`config.mk`:
```
export PLATFORM = sky130hd
export DESIGN_NAME = alu_exec_unit
export DESIGN_NICKNAME = d
export VERILOG_FILES = /design/src/rtl/alu_exec_unit.sv
export SDC_FILE = /design/constraint.sdc
export NUM_CORES = 1
export LEC_CHECK = 0
export ABC_AREA = 1
export BUFFER_PORTS_ARGS = -buffer_cell sky130_fd_sc_hd__buf_2
export CELL_PAD_IN_SITES_DETAIL_PLACEMENT = 1
export CELL_PAD_IN_SITES_GLOBAL_PLACEMENT = 2
export CORE_ASPECT_RATIO = 1.75
export CORE_MARGIN = 2
export CORE_UTILIZATION = 25
export DETAILED_ROUTE_END_ITERATION = 12
export HOLD_SLACK_MARGIN = 0.08
export PLACE_DENSITY = 0.68
export REMOVE_ABC_BUFFERS = 1
export SLEW_MARGIN = 40
export SYNTH_ARGS = -nofsm -noshare
export SYNTH_HDL_FRONTEND = slang
export SYNTH_SLANG_ARGS = --single-unit
```
`constraint.sdc`:
```
create_clock -name clk -period 3 [get_ports clk]
set_clock_uncertainty 0.2 [all_clocks]
set_input_delay 0.45 -clock clk [delete_from_list [all_inputs] [get_ports clk]]
set_output_delay 0.45 -clock clk [all_outputs]
set_load 0.01 [all_outputs]
```
`src/rtl/alu_exec_unit.sv`:
```
// RV32I/M execute stage: decodes alu_op/funct fields, produces a registered result with
// valid/ready handshakes, and optionally runs an iterative shift-add multiply (low half).
module alu_exec_unit #(
    parameter int WIDTH  = 32,
    parameter bit MUL_EN = 1'b1
) (
    input  logic             clk,
    input  logic             rst_n,
    input  logic             in_valid,
    output logic             in_ready,
    input  logic [1:0]       alu_op,
    input  logic [2:0]       f3,
    input  logic             f7,
    input  logic             f7_m,
    input  logic [WIDTH-1:0] a,
    input  logic [WIDTH-1:0] b,
    output logic             out_valid,
    input  logic             out_ready,
    output logic [WIDTH-1:0] result,
    output logic             zero,
    output logic             busy
);

    localparam int SHW = $clog2(WIDTH);
    localparam logic [SHW-1:0] CNT_LAST = SHW'(WIDTH - 1);
    localparam logic [SHW-1:0] CNT_ONE  = SHW'(1);

    typedef enum logic [3:0] {
        OP_ADD, OP_SUB, OP_SLL, OP_SLT, OP_SLTU, OP_XOR,
        OP_SRL, OP_SRA, OP_OR, OP_AND, OP_PASSB, OP_MUL
    } op_e;

    typedef enum logic {S_IDLE, S_MUL} state_e;

    state_e           state, state_next;
    op_e              op;
    logic [WIDTH-1:0] alu_res;
    logic [WIDTH-1:0] mcand, mplier, acc, acc_next;
    logic [SHW-1:0]   cnt;
    logic [SHW-1:0]   shamt;
    logic             accept;

    assign shamt    = b[SHW-1:0];
    assign in_ready = (state == S_IDLE) && (!out_valid || out_ready);
    assign accept   = in_valid && in_ready;
    assign busy     = MUL_EN && (state == S_MUL);
    assign acc_next = mplier[0] ? acc + mcand : acc;

    // NOTE: every variable written in an always_comb gets a default first, so no path can infer a latch.
    always_comb begin
        op = OP_ADD;
        unique case (alu_op)
            2'b00: op = OP_ADD;
            2'b01: op = OP_SUB;
            2'b11: op = OP_PASSB;
            default: begin
                if (f7_m) begin
                    op = (f3 == 3'b000 && MUL_EN) ? OP_MUL : OP_ADD;
                end else begin
                    unique case (f3)
                        3'b000: op = f7 ? OP_SUB : OP_ADD;
                        3'b001: op = OP_SLL;
                        3'b010: op = OP_SLT;
                        3'b011: op = OP_SLTU;
                        3'b100: op = OP_XOR;
                        3'b101: op = f7 ? OP_SRA : OP_SRL;
                        3'b110: op = OP_OR;
                        default: op = OP_AND;
                    endcase
                end
            end
        endcase
    end

    always_comb begin
        alu_res = a + b;
        case (op)
            OP_SUB:   alu_res = a - b;
            OP_SLL:   alu_res = a << shamt;
            OP_SLT:   alu_res = {{(WIDTH-1){1'b0}}, $signed(a) < $signed(b)};
            OP_SLTU:  alu_res = {{(WIDTH-1){1'b0}}, a < b};
            OP_XOR:   alu_res = a ^ b;
            OP_SRL:   alu_res = a >> shamt;
            OP_SRA:   alu_res = $signed(a) >>> shamt;
            OP_OR:    alu_res = a | b;
            OP_AND:   alu_res = a & b;
            OP_PASSB: alu_res = b;
            default:  alu_res = a + b;
        endcase
    end

    always_comb begin
        state_next = state;
        case (state)
            S_IDLE:  if (accept && op == OP_MUL) state_next = S_MUL;
            S_MUL:   if (cnt == CNT_LAST) state_next = S_IDLE;
            default: state_next = S_IDLE;
        endcase
    end

    // NOTE: sequential state uses non-blocking assignments so every register samples pre-edge values.
    always_ff @(posedge clk or negedge rst_n) begin
        if (!rst_n) state <= S_IDLE;
        else        state <= state_next;
    end

    // Datapath registers are few and small, so they all take the reset rather than relying on
    // the FSM to mask stale multiply state.
    always_ff @(posedge clk or negedge rst_n) begin
        if (!rst_n) begin
            out_valid <= 1'b0;
            result    <= '0;
            zero      <= 1'b1;
            mcand     <= '0;
            mplier    <= '0;
            acc       <= '0;
            cnt       <= '0;
        end else if (state == S_IDLE) begin
            if (accept) begin
                if (op == OP_MUL) begin
                    mcand     <= a;
                    mplier    <= b;
                    acc       <= '0;
                    cnt       <= '0;
                    out_valid <= 1'b0;
                end else begin
                    result    <= alu_res;
                    zero      <= (alu_res == '0);
                    out_valid <= 1'b1;
                end
            end else if (out_ready) begin
                out_valid <= 1'b0;
            end
        end else begin
            acc    <= acc_next;
            mcand  <= mcand << 1;
            mplier <= mplier >> 1;
            cnt    <= cnt + CNT_ONE;
            // Final iteration folds its partial product straight into the result.
            if (cnt == CNT_LAST) begin
                result    <= acc_next;
                zero      <= (acc_next == '0);
                out_valid <= 1'b1;
            end
        end
    end

endmodule

```
# Word level (Yosys, flattened, before mapping)
# Cells that the tools add are included.
# totals
regBits	136
latch_bits	0
ramBits	0
romBits	0
in_bits	75
out_inout_bits	36
wordCells	94
memories	0
# classes
add_sub_neg	4
mul	0
n_div	0
order_cmp	2
eq_ne	22
shifts	3
muxes	36
bitwise_logic	4
reduce_logical	15
# op_table
operator	n
two-way mux 32 bit	14
one-hot mux 32 bit (10 select lines)	1
adder 32 bit	2
zero test 32 bit	2
< comparator 32 bit	2
AND 32 bit	1
OR 32 bit	1
left shift 32 x 5 -> 32 bit	1
>> shifter 32 x 5 -> 32 bit	1
>>> shifter 32 x 5 -> 32 bit	1
subtractor 32 bit	1
bitwise XOR 32 bit	1
one-hot mux 4 bit (7 select lines)	1
== test 4 x 3 -> 1 bit (second input constant)	4
== test 4 bit (second input constant)	4
two-way mux 5 bit	3
two-way mux 1 bit	13
one-hot mux 4 bit (3 select lines)	1
== test 3 bit (second input constant)	3
== test 4 x 2 -> 1 bit (second input constant)	2
two-way mux 4 bit	2
== test 3 x 2 -> 1 bit (second input constant)	2
adder 5 x 1 -> 5 bit (second input constant)	1
== test 5 bit (second input constant)	1
other kinds (17)	21

# Longest topological paths before layout
# Gate-level depths: netlist of the first run.
# depth
ltp_word	10
ltp_mapped	25
mapped_depth_nobuf	23

# Worst setup path after synthesis of the first run
# OpenSTA, ideal clock, no wires.
# synth_path
path_type	input to register
startpoint	input b[4]
endpoint	register zero
arrival_ps	2991
path_slack_ps	-264
stages	21
n_path_buf	3
path_cell_list	inv_1 clkbuf_1 clkbuf_1 ha_1 clkbuf_1 nor2_1 nand3_1 nand3_1 nand2_1 nand2_1 xor2_1 nor2_1 nor2_1 nand3_1 nor2_1 nand2_1 nor2_1 nand2_1 nor2_1 nand3_1 a21oi_1
# synth_via
elab_chain_len	6
word_cells_on_any_way	15
classes_between	add/sub (2); order compare (2); shift (3); mux (4); bitwise (3); reduce/logical (1)
# synth_rtl
item	line	text
from (decl)	16	input logic [WIDTH-1:0] b,
adder 32 bit (tied with other cells)	88	default: alu_res = a + b;
one-hot mux 32 bit (10 select lines) (*)	77	case (op)
zero test 32 bit (*)	128	zero <= (alu_res == '0);
two-way mux 1 bit (*)	120	if (op == OP_MUL) begin
two-way mux 1 bit (*)	119	if (accept) begin
two-way mux 1 bit (*)	118	end else if (state == S_IDLE) begin
to (signal assigned)	128	
to (signal assigned)	142	zero <= (acc_next == '0);
to (decl)	20	output logic zero,
# Every way passes the cells marked *; elsewhere a longest branch is shown, timed or not. The select of a mux whose other input is x is not followed.
# A chain may end at the register's enable or synchronous reset.

# Final worst setup path of the first run
# layout_path
startpoint	register acc[0]
endpoint	register zero
# layout_via
elab_chain_len	5
# layout_rtl
item	line	text
from (decl)	38	logic [WIDTH-1:0] mcand, mplier, acc, acc_next;
from (signal assigned)	135	acc <= acc_next;
adder 32 bit	47	assign acc_next = mplier[0] ? acc + mcand : acc;
two-way mux 32 bit (*)	47	
zero test 32 bit (*)	142	
two-way mux 1 bit (*)	140	if (cnt == CNT_LAST) begin
two-way mux 1 bit (*)	118	
# Marked as above.

==> results of run 1 <==
[power by group through the flow]
stage	clock network (mW)	logic, mW	registers, mW
finish	2.23	14.9	3.30
global route	2.35	16.4	3.41
CTS	2.28	14.2	3.25
detailed placement	0	13.8	3.26
global placement	0	13.6	3.24
floorplan	0	6.54	3.29
[cells by family after synthesis]
group	Yosys count
adder cells (fa/ha/maj)	133
buffers and inverters	606
flip-flops	136
AO/OA/AOI/OAI	420
XOR/XNOR	19
AND/OR/NAND/NOR	2213
multiplexers	2
[registers in the layout, indices dropped and copies added (netlist names)]
register,count
mplier,32
zero,1
busy,1
cnt,5
result,32
out_valid,1
mcand,32
acc,32
[area by class of cell]
cell class                 instances  share of cell area, %
timing repair buffer             977                  25.92
inverter                         450                  5.846
multi-input combinational       2788                  50.14
tap                             1020                  4.378
clock inverter                    13                 0.4936
sequential                       136                  11.68
antenna                            2                0.01717
clock buffer                      19                  1.520
[through the flow]
step                      power (mW)  instances
after global placement         16.85       5358
after detailed placement       17.11       5358
after floorplan                9.828       3373
after CTS                      19.71       5395
after global routing           22.12       5403
final                          20.42       5405
[critical path, delay by kind of cell (launching register included)]
family | cells | cell delay [ps]
fa+ha+maj | 2 | 600
compound gates | 3 | 390
flops | 1 | 390
simple gates | 12 | 1450
[layout by cell type (no fill, tap or decap), drive strengths merged, types with 55 or more instances in the layout]
| cell | netlist | routed |
|---|---|---|
| a21oi | 160 | 160 |
| inv | 449 | 449 |
| dfrtp | 135 | 135 |
| buf | 59 | 974 |
| nand3 | 517 | 517 |
| nand4 | 55 | 55 |
| ha | 130 | 130 |
| nor2 | 438 | 438 |
| nand2 | 1144 | 1145 |
| o21ai | 146 | 146 |
[layer usage]
metal,wire length (um),part of all wire [%],vias to the layer above,global-route usage [%]
li1,-,-,13020,-
met1,45030,35,13020,30.34
met2,66210,52,666,60.21
met3,3084,2.4,356,2.740
met4,14040,11,0,29.85
met5,0,0,-,0
[what timing repair did]
| action | CTS | global route |
|---|---|---|
| endpoints found under the hold margin | 47 | 0 |
| buffers inserted | 4 | 7 |
| resized for setup | 71 | 226 |
| hold buffers | 1 | 0 |
| pin swaps | 12 | 44 |
| cloned | 0 | 1 |
| endpoints found under the setup margin | 23 | 28 |
[worst max-delay path by stage]
stage                             to  slack [ps]  depth (start not counted)
2_1_floorplan  mcand[12]$_DFFE_PN0P_       -2090                          7
5_1_grt             zero$_DFFE_PN1P_        -280                         17
3_3_place_gp        zero$_DFFE_PN1P_        -770                         23
3_5_place_dp        zero$_DFFE_PN1P_        -830                         23
4_1_cts             zero$_DFFE_PN1P_        -220                         17
6_report            zero$_DFFE_PN1P_        -120                         17
==> run summary, run 1 <==
Simple-Gate Fraction of Synth Area: 48.27%
Compound-cell area share of the yosys netlist: 12.19%
Nets: 4578
Internal power: 10.22 mW
CTS Buf Count: 17
Largest family of logic cells by synthesized area: simple AND/OR/NAND/NOR gates
Clk Latency, worst-skew pair: 480 ps
XOR/XNOR Fraction of Synth Area: 0.8632%
Max incr delay on CP: 400 ps
Tot GR Track Use: 31.87%
DRC viols: 0
Hold path startpoint: b[21]
RD Place Congestion: 1.021
Psw: 10.20 mW
Reg clk slew, reported paths: 80 ps
Reg-to-reg slack, setup: -120 ps
Dpl ws: -830.5 ps
I/O pins: 111
Htree depth: 4
DP Wirelength: 111400 um
Ranking of synthesized cells by area: nand2_1 (22%), dfrtp_1 (18%), nand3_1 (13%)
Largest net degree at the start of global routing: 67
Slew margin rel.: 52.06%
First-pass detailed-route iteration total: 5
Yosys reg bits: 136
Post-synth top cells: nand2_1 (1138), nand3_1 (514), inv_1 (438), nor2_1 (430), a21oi_1 (158)
Outcome: finished with violations
Remaining antenna violation count: 0
Clk root buf: clkbuf_16
Sequential Power Share: 16.2%
RR Startpoint: acc[0]$_DFFE_PN0P_
Asr flop ratio synth: 100.0%
Die ar.: 79440 um2
PortBufs: 110
RSZ-0062 raised after global routing: yes
CTS tree: built
Post-synthesis cell type count: 47
Area leader, netlist: nand2_1
DR WL/cell: 23.75 um
Kind of critical path: reg -> reg
Crit path max fanout: 2
Die height: 371.4 um
Crit-path slowest cell: fa_2
Post-route cell area: 29150 um2
Endpoints failing setup: 1
Final hold viol count: 0
Hold Path Class: in -> reg
Power density over the cells: 700.5 nW/um2
WHS: 142.4 ps
DRT Wirelength: 128400 um
Syn Area/Cell: 5.463 um2
Startpoint Class: register
Hold EP: mplier[21]$_DFFE_PN0P_
Global-route wire length before repair: 184900 um
CP Data Required Time: 3210 ps
Effective utilization at floorplan: 25.27%
Layout cell share with drive strength beyond 1: 29.36%
Worst r2r path cells: 17
Worst-path cell chain: ha_2 -> fa_2 -> nand2_1 -> nand2_1 -> a21oi_2 -> nand2_1 -> nor2_2 -> nand3_2 -> nor2_2 -> nand3_2 -> nor2_4 -> nand4_1 -> nor2_2 -> nand4_1 -> nor2_1 -> a21oi_2 -> a21oi_2
Tcrit/Tclk final: 104.1%
Ys flop type: dfrtp_1
Initial DRC count: 1459
Post-synthesis cell area: 19280 um2
Ys Warns: 0
Comb power frac: 72.9%
Clock share of power: 10.9%
Net Sw Frac: 49.96%
Vias: 27060
Most common cell in the netlist: nand2_1
GRT overflow: 0
Setup tns final: -123.5 ps
Peak supply drop: 479.4 uV
Chip width: 213.9 um
Fill cells: 10350
Multiplexer share of the synthesized area: 0.1168%
Final core occ: 38.21%
Crit end category: register
Final WS setup: -123.5 ps
Fmax: 0.3202 GHz
Rows: 134
Vias in the first global route: 29110
Antenna violations before repair: 2
Failing checks: negative setup slack
Vias per cell: 5.006
Slew Viols, Final: 0
Leak: 15.68 nW
Cell count of the worst hold path: 4
Max cap viols: 0
Reg2reg end: zero$_DFFE_PN1P_
Worst Setup SP: acc[0]$_DFFE_PN0P_
Share of the synthesized area in the top cell type: 22.16%
CTS Sinks: 136
Post-synth EDFFs: 0
Mapped Cells: 3529
Core ar.: 76290 um2
Area growth syn-to-layout: 51.19%
Adder-Cell Fraction of Synth Area: 8.749%
Dpl cell area: 27360 um2
Seq. cell area: 3406 um2
Worst-Margin Slew: 719.1 ps
Sequential cell area fraction in the yosys report: 17.66%
Area of the multi-input gates: 14610 um2
CTS max path bufs: 2
Crit path DAT: 3330 ps
Crit path time final: 3123 ps
(Power assumes the default switching activity.)
==> run 2, diff against run 1 <==
RECOVER_POWER = 50   (was unset)
==> run summary, run 2 (same netlist as run 1, synthesis figures left out) <==
Largest net degree at the start of global routing: 67 (unchanged)
Worst-Margin Slew: 1414 ps (was 719.1 ps)
Core ar.: 76290 um2 (unchanged)
Antenna violations before repair: 2 (unchanged)
Tot GR Track Use: 31.87% (unchanged)
Initial DRC count: 1509 (was 1459)
Vias in the first global route: 29110 (unchanged)
Chip width: 213.9 um (unchanged)
PortBufs: 110 (unchanged)
Final hold viol count: 0 (unchanged)
CTS max path bufs: 2 (unchanged)
RD Place Congestion: 1.021 (unchanged)
Max cap viols: 0 (unchanged)
Reg clk slew, reported paths: 80 ps (about the same)
Final total power: 20.39 mW (was 20.42 mW)
Peak supply drop: 481.2 uV (was 479.4 uV)
Crit path max fanout: 2 (unchanged)
Most frequent cells in the layout: nand2_1 (1096), buf_4 (825), nand3_1 (490) (was nand2_1 (1096), buf_4 (827), nand3_1 (490))
WHS: 141.9 ps (was 142.4 ps)
Die ar.: 79440 um2 (unchanged)
RSZ-0062 raised after global routing: yes (unchanged)
I/O pins: 111 (unchanged)
Remaining antenna violation count: 0 (unchanged)
Outcome: finished with violations (unchanged)
Tcrit/Tclk final: 104.7% (was 104.1%)
Crit end category: register (unchanged)
Clk Latency, worst-skew pair: 490 ps (was 480 ps)
Rows: 134 (unchanged)
Global-route wire length before repair: 184900 um (unchanged)
CP Data Required Time: 3210 ps (about the same)
Failing checks: negative setup slack (unchanged)
DR WL/cell: 23.78 um (was 23.75 um)
Nets: 4578 (unchanged)
Effective utilization at floorplan: 25.27% (unchanged)
Worst-path cell chain: ha_2 -> fa_2 -> nand2_1 -> nand2_1 -> a21oi_2 -> nand2_1 -> nor2_2 -> nand3_2 -> nor2_2 -> nand3_2 -> nor2_4 -> nand4_1 -> nor2_2 -> nand4_1 -> nor2_1 -> a21oi_2 -> a21oi_2 (unchanged)
DRC viols: 0 (unchanged)
Vias per cell: 5.006 (about the same)
DRT Wirelength: 128500 um (was 128400 um)
CP bufs+invs: 0 (unchanged)
Top cell family by delay on the critical path: simple AND/OR/NAND/NOR gates (unchanged)
Crit path time final: 3140 ps (was 3123 ps)
Final WS setup: -139.6 ps (was -123.5 ps)
Startpoint Class: register (unchanged)
Power density over the cells: 701.1 nW/um2 (was 700.5 nW/um2)
Endpoints failing setup: 1 (unchanged)
GRT overflow: 0 (unchanged)
Layout cell share with drive strength beyond 1: 29.04% (was 29.36%)
Leak: 15.63 nW (was 15.68 nW)
Crit-path slowest cell: fa_2 (unchanged)
Crit path DAT: 3350 ps (was 3330 ps)
Dpl ws: -830.5 ps (unchanged)
CTS Buf Count: 17 (unchanged)
First-pass detailed-route iteration total: 5 (unchanged)
Slew margin rel.: 5.704% (was 52.06%)
Clk root buf: clkbuf_16 (unchanged)
CTS tree: built (unchanged)
Kind of critical path: reg -> reg (unchanged)
Htree depth: 4 (unchanged)
Fmax: 0.3185 GHz (was 0.3202 GHz)
Hold Path Class: in -> reg (unchanged)
Area growth syn-to-layout: 50.89% (was 51.19%)
Slew Viols, Final: 0 (unchanged)
CTS Sinks: 136 (unchanged)
Die height: 371.4 um (unchanged)
Max incr delay on CP: 400 ps (about the same)
Commonest non-fill, non-tap cell in the layout: nand2_1 (unchanged)
Vias: 27060 (about the same)
DP Wirelength: 111400 um (unchanged)
-- run 2: cell types whose count changed in the layout (fill, tap and decap cells not counted) --
cell	previous run	this run
clkbuf_2	0	3
buf_6	5	4
buf_4	827	825
buf_12	37	35
clkbuf_1	1	15
buf_2	105	93
-- run 2: power breakdown --
part	internal, mW	switching [mW]	leakage [nW]
combinational	6.27	8.59	13.8
sequential	2.67	0.631	1.58
clock	1.25	0.980	0.288
total	10.2	10.2	15.6
-- run 2: cell type report --
class / instances / area, um2
Clock buffer: 19 / 442.9
Antenna cell: 2 / 5.005
Clock inverter: 13 / 143.9
Inverter: 450 / 1704
Fill cell: 10360 / 47200
Sequential cell: 136 / 3406
Multi-Input combinational cell: 2788 / 14610
Timing Repair Buffer: 977 / 7497
Tap cell: 1020 / 1276
-- run 2: timing repair --
item / CTS / global route
hold endpoints to repair: 47 / 0
resized for setup: 71 / 226
endpoints found under the setup margin: 23 / 28
hold buffers: 1 / 0
pin swaps: 12 / 44
setup buffers: 4 / 7
gates cloned: 0 / 1
-- run 2: through the flow --
stage               util (%)  cell area [um2]  instances  setup TNS, ps
floorplan                  -            18630       3373        -202700
global placement       35.86            27360       5358         -15450
detailed placement     35.86            27360       5358         -16830
CTS                    37.00            28230       5395         -224.2
global route           38.13            29080       5403          -1095
finish                 38.13            29090       5405         -139.6
-- run 2: worst paths after layout --
kind                       slack (ps)             startpoint  cells after the start                endpoint
min in group asynchronous         610                  rst_n                      2  mplier[15]$_DFFE_PN0P_
min                               140                  b[21]                      4  mplier[21]$_DFFE_PN0P_
max in group asynchronous         300                  rst_n                      3    mcand[0]$_DFFE_PN0P_
min reg2reg                       280  result[9]$_DFFE_PN0P_                      2   result[9]$_DFFE_PN0P_
max reg2reg                      -140     acc[0]$_DFFE_PN0P_                     17        zero$_DFFE_PN1P_
max                              -140     acc[0]$_DFFE_PN0P_                     17        zero$_DFFE_PN1P_
-- run 2: per-layer routing --
layer,GRT usage [%],share of wire [%]
met3,2.740,2.5
met5,0,0
met2,60.21,52
met4,29.85,11
met1,30.34,35
-- run 2: worst reg2reg max path, stage by stage, from the launching register on --
cell	delay (ps)
dfrtp_1	390
ha_2	200
fa_2	400
nand2_1	70
nand2_1	60
a21oi_2	150
nand2_1	90
nor2_2	150
nand3_2	80
nor2_2	120
nand3_2	90
nor2_4	120
nand4_1	230
nor2_2	200
nand4_1	130
nor2_1	130
a21oi_2	90
a21oi_2	150
